===== src/rtl/md_pkg.sv =====
// Shared definitions for the multiply/divide scheduler: op and state encodings
// and the constant LO value produced by the divide-by-zero bypass.
package md_pkg;

    typedef enum logic [1:0] {
        MD_MULT  = 2'b00,
        MD_MULTU = 2'b01,
        MD_DIV   = 2'b10,
        MD_DIVU  = 2'b11
    } md_op_e;

    typedef enum logic [1:0] {
        ST_IDLE   = 2'b00,
        ST_LAUNCH = 2'b01,
        ST_WAIT   = 2'b10,
        ST_DRAIN  = 2'b11
    } md_state_e;

    localparam logic [31:0] DIV0_LO = 32'hFFFF_FFFF;

endpackage


===== src/rtl/md_watchdog.sv =====
// Cycle counter that bounds how long the scheduler waits on a unit; raises a
// one-cycle expire strobe and a sticky error flag.
module md_watchdog #(
    parameter int WDOG_CYCLES = 40,
    parameter int CNT_W       = 6
) (
    input  logic clk,
    input  logic resetn,
    input  logic clear,
    input  logic run,
    output logic expire,
    output logic err
);

    localparam logic [CNT_W-1:0] LAST = CNT_W'(WDOG_CYCLES - 1);

    logic [CNT_W-1:0] cnt;

    // Expiry fires during the WDOG_CYCLES-th counted cycle, so the scheduler
    // leaves on that same edge.
    assign expire = run && (cnt == LAST);

    // NOTE: state registers use non-blocking assignments so every flop samples
    // pre-edge values regardless of block ordering.
    always_ff @(posedge clk) begin
        if (!resetn) begin
            cnt <= '0;
            err <= 1'b0;
        end else begin
            if (clear) begin
                cnt <= '0;
            end else if (run) begin
                cnt <= cnt + CNT_W'(1);
            end
            if (expire) begin
                err <= 1'b1;
            end
        end
    end

endmodule


===== src/rtl/md_scheduler.sv =====
// Multiply/divide issue scheduler and architectural HI/LO owner.
// Optional macro MD_DIV0_BYPASS_EN: divide-by-zero commits directly from LAUNCH.
module md_scheduler
    import md_pkg::*;
#(
    parameter int WDOG_CYCLES = 40,
    parameter int CNT_W       = 6
) (
    input  logic        clk,
    input  logic        resetn,
    input  logic        issue_valid,
    output logic        issue_ready,
    input  logic [1:0]  issue_op,
    input  logic [31:0] issue_src1,
    input  logic [31:0] issue_src2,
    input  logic        cancel,
    input  logic        mthi_en,
    input  logic        mtlo_en,
    input  logic [31:0] mt_data,
    output logic        mul_en,
    output logic        div_en,
    output logic        md_signed,
    output logic [31:0] md_x,
    output logic [31:0] md_y,
    input  logic        mul_complete,
    input  logic [63:0] mul_result,
    input  logic        div_complete,
    input  logic [31:0] quotient,
    input  logic [31:0] remainder,
    output logic [31:0] hi_out,
    output logic [31:0] lo_out,
    output logic        hilo_busy,
    output logic        md_err
);

    md_state_e   state, next_state;
    logic        is_div;
    logic        div0;
    logic        accept;
    logic        sel_complete;
    logic [31:0] res_hi, res_lo;
    logic        commit;
    logic [31:0] commit_hi, commit_lo;
    logic        wd_run, wd_expire;

    assign accept       = (state == ST_IDLE) && issue_valid;
    assign issue_ready  = (state == ST_IDLE);
    assign hilo_busy    = (state != ST_IDLE);

    // Only the unit this op was launched on may complete it.
    assign sel_complete = is_div ? div_complete : mul_complete;
    assign res_hi       = is_div ? remainder : mul_result[63:32];
    assign res_lo       = is_div ? quotient  : mul_result[31:0];

    assign wd_run = ((state == ST_WAIT) || (state == ST_DRAIN)) && !sel_complete;

    md_watchdog #(
        .WDOG_CYCLES (WDOG_CYCLES),
        .CNT_W       (CNT_W)
    ) u_watchdog (
        .clk    (clk),
        .resetn (resetn),
        .clear  (accept),
        .run    (wd_run),
        .expire (wd_expire),
        .err    (md_err)
    );

    always_ff @(posedge clk) begin
        if (!resetn) begin
            state <= ST_IDLE;
        end else begin
            state <= next_state;
        end
    end

    // NOTE: every output of this block gets a default first, so no path can
    // leave a signal unassigned and infer a latch.
    always_comb begin
        next_state = state;
        commit     = 1'b0;
        commit_hi  = res_hi;
        commit_lo  = res_lo;
        mul_en     = 1'b0;
        div_en     = 1'b0;
        case (state)
            ST_IDLE: begin
                if (issue_valid) next_state = ST_LAUNCH;
            end
            ST_LAUNCH: begin
                if (div0) begin
                    commit     = !cancel;
                    commit_hi  = md_x;
                    commit_lo  = DIV0_LO;
                    next_state = ST_IDLE;
                end else begin
                    mul_en     = !is_div;
                    div_en     = is_div;
                    next_state = cancel ? ST_DRAIN : ST_WAIT;
                end
            end
            ST_WAIT: begin
                // A cancel racing the completion discards the result; the unit
                // is already done, so there is nothing left to drain.
                if (sel_complete) begin
                    commit     = !cancel;
                    next_state = ST_IDLE;
                end else if (wd_expire) begin
                    next_state = ST_IDLE;
                end else if (cancel) begin
                    next_state = ST_DRAIN;
                end
            end
            ST_DRAIN: begin
                if (sel_complete || wd_expire) next_state = ST_IDLE;
            end
            default: next_state = ST_IDLE;
        endcase
    end

    always_ff @(posedge clk) begin
        if (!resetn) begin
            md_x      <= '0;
            md_y      <= '0;
            md_signed <= 1'b0;
            is_div    <= 1'b0;
        end else if (accept) begin
            md_x      <= issue_src1;
            md_y      <= issue_src2;
            md_signed <= ~issue_op[0];
            is_div    <= issue_op[1];
        end
    end

`ifdef MD_DIV0_BYPASS_EN
    always_ff @(posedge clk) begin
        if (!resetn) begin
            div0 <= 1'b0;
        end else if (accept) begin
            div0 <= issue_op[1] && (issue_src2 == '0);
        end
    end
`else
    assign div0 = 1'b0;
`endif

    // MT writes own their half of HI/LO over a coincident result commit.
    always_ff @(posedge clk) begin
        if (!resetn) begin
            hi_out <= '0;
            lo_out <= '0;
        end else begin
            if (mthi_en) begin
                hi_out <= mt_data;
            end else if (commit) begin
                hi_out <= commit_hi;
            end
            if (mtlo_en) begin
                lo_out <= mt_data;
            end else if (commit) begin
                lo_out <= commit_lo;
            end
        end
    end

endmodule


===== config.mk =====
export PLATFORM = sky130hd
export DESIGN_NAME = md_scheduler
export DESIGN_NICKNAME = d
export VERILOG_FILES = /design/src/rtl/md_pkg.sv /design/src/rtl/md_watchdog.sv /design/src/rtl/md_scheduler.sv
export SDC_FILE = /design/constraint.sdc
export NUM_CORES = 1
export LEC_CHECK = 0
export BUFFER_PORTS_ARGS = -buffer_cell sky130_fd_sc_hd__buf_2
export CAP_MARGIN = 20
export CORE_AREA = 2 2 142 144
export DETAILED_ROUTE_END_ITERATION = 6
export DIE_AREA = 0 0 144 146
export GPL_ROUTABILITY_DRIVEN = 0
export PLACE_DENSITY = 0.66
export SLEW_MARGIN = 20
export SYNTH_ARGS = -nofsm -noshare
export SYNTH_HDL_FRONTEND = slang
export SYNTH_HIERARCHICAL = 1
export SYNTH_SLANG_ARGS = --single-unit

===== constraint.sdc =====
create_clock -name clk -period 2.15 [get_ports clk]
set_input_delay 0.43 -clock clk [delete_from_list [all_inputs] [get_ports clk]]
set_output_delay 0.43 -clock clk [all_outputs]
set_load 0.05 [all_outputs]

# Yosys cells after proc, flatten, opt, wreduce, memory -nomap -nowiden
# Index checks and enable logic that the tools add are counted.
# word_totals
output_inout_bits	134
in_bits	234
wordCells	51
reg_bits	139
# classes
mux	18
n_reduce_logical	14
n_eq_ne	7
addsub	1
bitwise	2
# ops
operator	n
32-bit 2-to-1 mux	6
2-bit 2-to-1 mux	5
2-bit one-hot mux with 4 select lines	1
6-bit by 1-bit adder with 6-bit output (second input constant)	1
6-bit == test (second input constant)	1
1-bit 2-to-1 mux	6
2-bit nonzero test	3
2-bit == test (second input constant)	2
4-bit != test (second input constant)	1
1-bit logical AND	3
1-bit logical NOT	3
3-bit AND reduction	1
2-bit by 1-bit == test with 1-bit output (second input constant)	1
2-bit logical NOT	1
1-bit logical OR	2
2-bit by 1-bit != test with 1-bit output (second input constant)	1
2-bit != test (second input constant)	1
1-bit NOT	2
2-bit OR reduction	1

# Depth between registers and ports, before layout
# Gate-level depths: netlist (run 1).
# depth
depth_word	7
mapped_depth	10
depth_no_buf	7

# Modules after synthesis
# The synthesis (run 1) kept the hierarchy.
# modules_own_cells
module	instances	seq_area_each_um2	area_per_inst_um2	cells_each
md_scheduler	1	2642.5	6715.2	757
md_watchdog	1	140.1	300.3	30

# Least setup slack after synthesis (run 1)
# Ideal clock, no wire load.
# synth_timing
kind	register -> register
start	reg is_div
end	reg state[0]
required_ps	2064
path_stages_with_launch	11
slack_ps	179
path_buffers	3
setup_ps	86
synth_period_minus_slack_ps	1971
t_arrival_ps	1885
path_cell_list	dfxtp_1 -> buf_2 -> mux2_4 -> clkbuf_1 -> nor2_1 -> buf_4 -> nand3_1 -> nor4b_2 -> or3_1 -> o32ai_1 -> a211oi_1
# synth_between
elab_chain_cells	7
word_cells_on_any_way	11
cone_classes	2 x eq/ne; 4 x mux; 5 x reduce/logical
# synth_lines
element	line_no	text
from (decl)	md_scheduler.sv:37	logic is_div;
from (signal assigned)	md_scheduler.sv:131	is_div <= issue_op[1];
1-bit 2-to-1 mux *	md_scheduler.sv:51	assign sel_complete = is_div ? div_complete : mul_complete;
1-bit logical NOT *	md_scheduler.sv:55	assign wd_run = ((state == ST_WAIT) || (state == ST_DRAIN)) && !sel_complete;
1-bit logical AND *	md_scheduler.sv:55	
via wd_run	md_scheduler.sv:44	logic wd_run, wd_expire;
1-bit logical AND *	md_watchdog.sv:21	assign expire = run && (cnt == LAST);
via wd_expire	md_scheduler.sv:44	
2-bit 2-to-1 mux or 1-bit logical OR (tied branches)	md_scheduler.sv:108, md_scheduler.sv:115	
2-bit 2-to-1 mux or 2-bit by 1-bit != test with 1-bit output (tied branches)	-	
2-bit one-hot mux with 4 select lines or 3-bit AND reduction (tied branches)	-	
to (signal assigned)	md_scheduler.sv:73	state <= next_state;
to (decl)	md_scheduler.sv:36	md_state_e state, next_state;
# Mark *: on every way through the listed nets, which the timed path passes. The rest lies on a longest branch.
# A chain may end at the register's enable or synchronous reset.

# Worst setup path after layout (run 1)
# layout_timing
start	reg is_div
end	out div_en
# layout_between
elab_chain_cells	1
# layout_lines
element	line_no	text
1-bit 2-to-1 mux	md_scheduler.sv:86	case (state)
to (decl)	md_scheduler.sv:21	output logic div_en,
# Every way passes these cells.

==> impl_metrics.toml, run 1 <==
[global_route]
grt_max_degree = 69
grt_usage = 0.210
grt-ovfl-total = 0
grt_pass1_vias = 6802
antenna_found_initial = 0
grt_pass1_wl_um = 35400

[outcome]
outcome = "complete, no violations"

[timing]
hold_viol = 0
finalCriticalPeriod_ns = 2.02
fin_setup_tns_ns = 0
rsz0062_at_grt = "false"
maxSlewViolCount = 0
worst_slew_pin_slew_ns = 0.667
max_slew_margin = 0.556
post-route-period-util = 0.939
finalSetupViolCount = 0
hold_ws_ns = 0.227
skew_ns = 0.00754
max_freq_mhz = 495

[drt]
avgRoutedWirePerCell_um = 16.4
ant_nets = 0
dr.pass1.iters = 5
drtIter0Drc = 405
vias = 7104
vias_per_cell = 5.13
drc = 0
wl_um = 22800

[yosys]
ys_warn_count = 6
syn_area_um2 = 7020
synth_top_flop_cell = "dfxtp_1"
synth_edf_count = 0
syn_nets = 1022
synth_cell_type_count = 36
ys_seq_elements = 139
synth_area_leaders = "dfxtp_1, o211ai_2, mux2_2, nand2_1, nand3b_1"
yosys.cell_count.top_type = "dfxtp_1"
async_reset_ff_frac = 0
synth_common_cells = "dfxtp_1, nand2_1, a21oi_1, nand3_1, nand4_1"
synth.top_cell.area_share = 0.397
synth_top_area_cell = "dfxtp_1"
syn_avg_cell_area_um2 = 8.91
ys_seq_area_frac = 0.397
synthCells = 787

[setup_path]
crit_required_ns = 1.72
worstPathArrival_ns = 1.59
startpoint_type = "flip-flop"
cp-end-kind = "output pin"
path_class = "flip-flop to output pin"
path_max_fanout = 67

[clocking]
clock-sinks = 139
cts_buffer_depth = 2
root_buffer = "clkbuf_16"
postCtsSetupBuffers = 0
cts_tree = "built"
cts.htree.levels = 4
ctsResizeCount = 0
hold_buffers = 0
clk_pin_slew_worst_paths_ns = 0.06
numCtsBuffers = 17
insertion_delay_ns = 0.42

[power_and_ir_drop]
power.share.clock = 0.382
pwr_density_cell_nw_per_um2 = 805
p_leak_uw = 0.00445
combPwrFrac = 0.251
p_int_uw = 5170
power.switching_uw = 2600
switching_share = 0.335
power_frac_seq = 0.367
ir_drop_uv = 507

[die]
die_h_um = 146
dieArea_um2 = 21000
initial_core_util = 0.363
die_w_um = 144
core_area_um2 = 19300
ioPinCount = 368
core.rowCount = 51

[cells_and_area]
drive_gt1_frac = 0.495
fin_cells = 1386
nFillCells = 1885
area_growth_syn_to_layout_pct = 37.4
multiInputGateArea_um2 = 3800
register_area_um2 = 2790
antenna_cells = 0
final_nets = 1343

[placed_design]
placed_cells = 1354
port_buffers = 367
post-dp-hpwl_um = 16200

[worst_hold_path]
hold_class = "input port to flip-flop"

[job]
cap_violations = 0
[kinds of logic (layout without fill, tap and decap cells)]
kind of cell | Yosys count | after routing | synth area share
simple gates | 348 | 348 | 0.263
flops | 139 | 139 | 0.397
fa+ha+maj | 1 | 1 | 0.00178
compound gates | 137 | 137 | 0.165
xor+xnor | 4 | 4 | 0.00499
buf+inv | 92 | 426 | 0.0628
mux | 66 | 66 | 0.106
[registers in the layout (all words and copies together) (netlist names)]
name and cells:
hi_out 32, is_div 1, u_watchdog/cnt 6, lo_out 32, state 2, md_signed 1, md_y 32, md_x 32
u_watchdog/err 1
[stage by stage]
step / setup WS, ns / total power [µW] / instance area (µm²) / util
5_1_grt: 0.0255 / 8080 / 9640 / 0.499
4_1_cts: 0.0442 / 7840 / 9640 / 0.499
6_report: 0.131 / 7760 / 9640 / 0.499
3_5_place_dp: 0.193 / 4860 / 9050 / 0.468
2_1_floorplan: 0.179 / 4260 / 7020 / -
3_3_place_gp: 0.195 / 4850 / 9050 / 0.468
[power by group through the flow]
stage	clock network (µW)	logic [µW]	registers (µW)
2_1_floorplan	0	744	3520
3_3_place_gp	0	1940	2910
3_5_place_dp	0	1950	2910
4_1_cts	3020	1960	2850
5_1_grt	3130	2080	2870
6_report	2960	1950	2850
[worst max-delay path, stage by stage (launching register included)]
cell	delay, ns
dfxtp_4	0.37
buf_12	0.27
and3_1	0.25
buf_2	0.28
[metal layers]
| layer | vias to the layer above | track usage | wire length (µm) |
|---|---|---|---|
| li1 | 3483 | - | - |
| met5 | - | 0 | 0 |
| met2 | 268 | 0.348 | 11200 |
| met1 | 3309 | 0.267 | 9590 |
| met3 | 44 | 0.0421 | 1440 |
| met4 | 0 | 0.0789 | 586 |
[final cells by class]
type	count	share of cell area
multi-input cells	556	0.395
flip-flops and latches	139	0.289
repair buffers	389	0.218
clock buffers	20	0.0475
well taps	265	0.0344
clock inverters	12	0.0141
inverters	5	0.00195
[cell usage in the layout, fill, tap and decap left out, drive strengths merged, types with 8 or more instances in the layout]
| cell type | instances |
|---|---|
| dfxtp | 139 |
| a21oi | 67 |
| mux2 | 65 |
| buf | 389 |
| nor2 | 8 |
| nand3b | 64 |
| o211ai | 64 |
| clkbuf | 20 |
| nand3 | 65 |
| nand2 | 133 |
| nand4 | 66 |
[final timing paths]
check,slack [ns],cells after the start,to,from
hold / removal,0.23,2,md_signed,issue_op[0]
setup / recovery,0.13,3,div_en,is_div
setup reg to reg,0.30,5,lo_out[0],is_div
hold reg to reg,0.45,2,md_y[24],md_y[24]
(Power assumes the default switching activity.)
==> run 2, diff against run 1 <==
BUFFER_PORTS_ARGS = -buffer_cell sky130_fd_sc_hd__buf_4   (was -buffer_cell sky130_fd_sc_hd__buf_2)
==> run 2 against run 1 <==
Worst hold slack worse by 0.020 ns. Flip-flop and latch count unchanged. Clock-buffer cell count unchanged. Clock skew about the same. Utilization up 4.4 points. Via count down 0.77%. Global-route usage up 1.4 points. First-iteration DRC count down 5.7%. Largest cell class unchanged.
==> impl_metrics.toml, run 2 (synthesized netlist as in run 1, its figures left out) <==
[outcome]
outcome = "complete, no violations"

[setup_path]
path_max_fanout = 67
cp-end-kind = "output pin"
startpoint = "is_div"
worstPathArrival_ns = 1.50
startpoint_type = "flip-flop"
r2r-start = "is_div"
crit_required_ns = 1.72
path_class = "flip-flop to output pin"

[cells_and_area]
final_nets = 1340
layout_common_cells = "buf_4, dfxtp_1, nand2_1, a21oi_1"
antenna_cells = 0
drive_gt1_frac = 0.495
fin_cells = 1383
stdcell_area_um2 = 10500
final_common_cell = "buf_4"
area_growth_syn_to_layout_pct = 49.4

[timing]
max_freq_mhz = 517
worst_slew_pin_slew_ns = 0.761
max_slew_margin = 0.493
skew_ns = 0.00740
finalCriticalPeriod_ns = 1.93
fin_setup_tns_ns = 0
hold_viol = 0
rsz0062_at_grt = "false"
post-route-period-util = 0.899
maxSlewViolCount = 0
finalSetupViolCount = 0
hold_ws_ns = 0.207

[job]
cap_violations = 0

[drt]
dr.pass1.iters = 5
vias_per_cell = 5.10
ant_nets = 0
wl_um = 24300
drtIter0Drc = 382
drc = 0
avgRoutedWirePerCell_um = 17.6
vias = 7049

[power_and_ir_drop]
switching_share = 0.333
p_total_uw = 7930
power_frac_seq = 0.361
combPwrFrac = 0.274
ir_drop_uv = 529
power.share.clock = 0.365
p_leak_uw = 0.00464
p_int_uw = 5290
power.switching_uw = 2640
pwr_density_cell_nw_per_um2 = 757

[die]
dieArea_um2 = 21000
ioPinCount = 368
core.rowCount = 51
die_h_um = 146
initial_core_util = 0.363
die_w_um = 144
core_area_um2 = 19300

[clocking]
numCtsBuffers = 17
clock-sinks = 139
clk_pin_slew_worst_paths_ns = 0.06
cts_buffer_depth = 2
cts_tree = "built"
root_buffer = "clkbuf_16"
insertion_delay_ns = 0.41
ctsResizeCount = 0
postCtsSetupBuffers = 0
cts.htree.levels = 4
hold_buffers = 0

[global_route]
grt-ovfl-total = 0
grt_pass1_vias = 6835
grt_usage = 0.223
grt_pass1_wl_um = 37200
antenna_found_initial = 0
grt_max_degree = 74

[placed_design]
post-dp-hpwl_um = 17100
port_buffers = 367
placed_cells = 1351
place_area_um2 = 9900

[worst_hold_path]
hold_class = "input port to flip-flop"
min_from = "issue_op[0]"
[run 2: final timing paths]
| check | endpoint | slack [ns] | cells past startpoint |
|---|---|---|---|
| setup / recovery | div_en | 0.22 | 3 |
| hold / removal | md_signed | 0.21 | 2 |
| setup reg to reg | state[0] | 0.39 | 7 |
| hold reg to reg | md_x[25] | 0.45 | 2 |
[run 2: final cells by class]
type,instances,area (µm²)
multi-input combinational,556,3800
sequential,139,2790
clock inverter,12,113
timing repair buffer,386,2960
clock buffer,20,468
inverter,5,18.8
fill,1827,8850
tap,265,332
[run 2: metal layers]
layer / vias to the layer above / part of all wire / track usage
li1: 3475 / - / -
met1: 3311 / 0.41 / 0.283
met2: 228 / 0.51 / 0.376
met3: 35 / 0.061 / 0.0448
met4: 0 / 0.022 / 0.0765
met5: - / 0 / 0
[run 2: through the flow]
step | utilization | setup slack (ns)
CTS | 0.542 | 0.127
detailed placement | 0.512 | 0.231
finish | 0.542 | 0.216
global placement | 0.512 | 0.278
global route | 0.542 | 0.100
floorplan | - | 0.179
[run 2: worst max-delay path: stages (launching register included)]
cell and delay (ns):
dfxtp_4 0.37, buf_12 0.26, and3_1 0.23, buf_4 0.21
[run 2: power groups by stage]
stage,registers [µW],logic (µW),clock network [µW]
after CTS,2860,2190,2950
final,2860,2180,2900
after detailed placement,2920,2180,0
after global routing,2880,2300,3060
after global placement,2910,2180,0
after floorplan,3520,744,0
==> run 3, diff against run 2 <==
--- a/config.mk
+++ b/config.mk
@@ -8,9 +8,9 @@
 export BUFFER_PORTS_ARGS = -buffer_cell sky130_fd_sc_hd__buf_4
 export CAP_MARGIN = 20
-export CORE_AREA = 2 2 142 144
+export CORE_AREA = 2 2 144 146
+export CTS_BUF_LIST = sky130_fd_sc_hd__clkbuf_16
 export DETAILED_ROUTE_END_ITERATION = 6
-export DIE_AREA = 0 0 144 146
+export DIE_AREA = 0 0 146 148
 export GPL_ROUTABILITY_DRIVEN = 0
-export PLACE_DENSITY = 0.66
 export SLEW_MARGIN = 20
 export SYNTH_ARGS = -nofsm -noshare
==> constraint.sdc (replaced) <==
create_clock -name clk -period 2.15 [get_ports clk]
set_input_delay 0.43 -clock clk [delete_from_list [all_inputs] [get_ports clk]]
set_output_delay 0.43 -clock clk [all_outputs]
set_load 0.01 [all_outputs]
==> run 3 against run 2 <==
Flip-flop and latch count did not move. Via count rose by 1.1%. Cell count rose by 0.51%. Register-to-register slack got worse by 0.14 ns. Die area rose by 2.8%. Utilization fell by 1.3 points. Clock skew rose by 0.0021 ns. Fmax fell by 3.3%.
==> impl_metrics.toml, run 3 (synthesized netlist as in run 1, its figures left out) <==
[setup_path]
crit_required_ns = 1.72
slowest_stage = "clkbuf_8"
worstPathArrival_ns = 1.57
path_cells = "clkbuf_8, and3_1, buf_4"
cp-end-kind = "output pin"
path_class = "flip-flop to output pin"
r2r_end = "lo_out[0]"
reg2reg_slack_ns = 0.25
rr_worst_depth = 5
cp_slowest_stage_delay_ns = 0.42
startpoint_type = "flip-flop"
r2r-start = "is_div"
path_delay_family = "buffers and inverters"
crit_buf_inv = 2
path_max_fanout = 67

[drt]
drc = 0
drtIter0Drc = 364
ant_nets = 0
vias_per_cell = 5.13
dr.pass1.iters = 6
avgRoutedWirePerCell_um = 17.6
vias = 7126
wl_um = 24400

[die]
core.rowCount = 52
dieArea_um2 = 21600
die_h_um = 148
die_w_um = 146
ioPinCount = 368
core_area_um2 = 20000
initial_core_util = 0.350

[global_route]
grt_pass1_wl_um = 37500
grt-ovfl-total = 0
grt_pass1_vias = 6774
grt_usage = 0.216
antenna_found_initial = 0
grt_max_degree = 69

[clocking]
insertion_delay_ns = 0.42
clock-sinks = 139
postCtsSetupBuffers = 0
numCtsBuffers = 17
hold_buffers = 0
root_buffer = "clkbuf_16"
cts_tree = "built"
cts_buffer_depth = 2
clk_pin_slew_worst_paths_ns = 0.07
cts.htree.levels = 4

[timing]
skew_ns = 0.00954
max_slew_margin = 0.533
post-route-period-util = 0.930
hold_ws_ns = 0.190
hold_viol = 0
max_freq_mhz = 500
finalSetupViolCount = 0
rsz0062_at_grt = "false"
maxSlewViolCount = 0
finalCriticalPeriod_ns = 2.00
worst_slew_pin_slew_ns = 0.700

[placed_design]
post-dp-hpwl_um = 17300
placed_cells = 1358
port_buffers = 367

[job]
cap_violations = 0

[outcome]
outcome = "complete, no violations"

[cells_and_area]
drive_gt1_frac = 0.495
final_common_cell = "buf_4"
antenna_cells = 0
fin_cells = 1390
final_nets = 1342
area_growth_syn_to_layout_pct = 51.0
layout_common_cells = "buf_4, dfxtp_1, nand2_1, a21oi_1"

[worst_hold_path]
min_from = "issue_op[0]"
hold-path-cell-count = 2
min_to = "md_signed"
hold_class = "input port to flip-flop"

[power_and_ir_drop]
ir_drop_uv = 506
p_leak_uw = 0.00469
pwr_density_cell_nw_per_um2 = 724
-- run 3: where the power goes --
part	leakage, µW	internal (µW)	total (µW)	switching, µW
sequential	0.00114	2760	2860	99.8
clock	0.000309	1970	3200	1230
combinational	0.00324	832	1610	780
total	0.00469	5560	7680	2110
-- run 3: worst max path at each step --
| stage | start | end | slack [ns] | depth (start not counted) |
|---|---|---|---|---|
| finish | is_div | div_en | 0.15 | 3 |
| global route | is_div | div_en | 0.009 | 3 |
| CTS | is_div | div_en | 0.03 | 3 |
| detailed placement | mul_complete | lo_out[1] | -0.05 | 6 |
| global placement | mul_complete | lo_out[0] | -0.06 | 6 |
| floorplan | is_div | state[0] | 0.19 | 10 |
-- run 3: timing repair --
item | CTS | global route
cloned | 0 | 0
resized for setup | 1 | 2
endpoints found under the setup margin | 2 | 34
-- run 3: layer usage --
layer / share of wire / track usage / vias to the layer above
met2: 0.50 / 0.359 / 267
met3: 0.059 / 0.0454 / 36
li1: - / - / 3499
met1: 0.42 / 0.277 / 3324
met5: 0 / 0 / -
met4: 0.024 / 0.0864 / 0
-- run 3: layout make-up --
type,count,area [µm²]
clock inverter,15,213
inverter,5,18.8
clock buffer,17,425
sequential,139,2790
timing repair buffer,388,3010
fill,1937,9440
multi-input combinational,556,3800
tap,270,338
-- run 3: through the flow --
step / TNS (ns) / area [µm²] / power [µW] / util / setup slack, ns
final: 0 / 10600 / 7680 / 0.529 / 0.150
after global routing: 0 / 10600 / 7980 / 0.529 / 0.00940
after detailed placement: -0.960 / 9950 / 4530 / 0.496 / -0.0500
after floorplan: 0 / 7020 / 3700 / - / 0.189
after CTS: 0 / 10600 / 7760 / 0.528 / 0.0313
after global placement: -1.33 / 9950 / 4530 / 0.496 / -0.0634
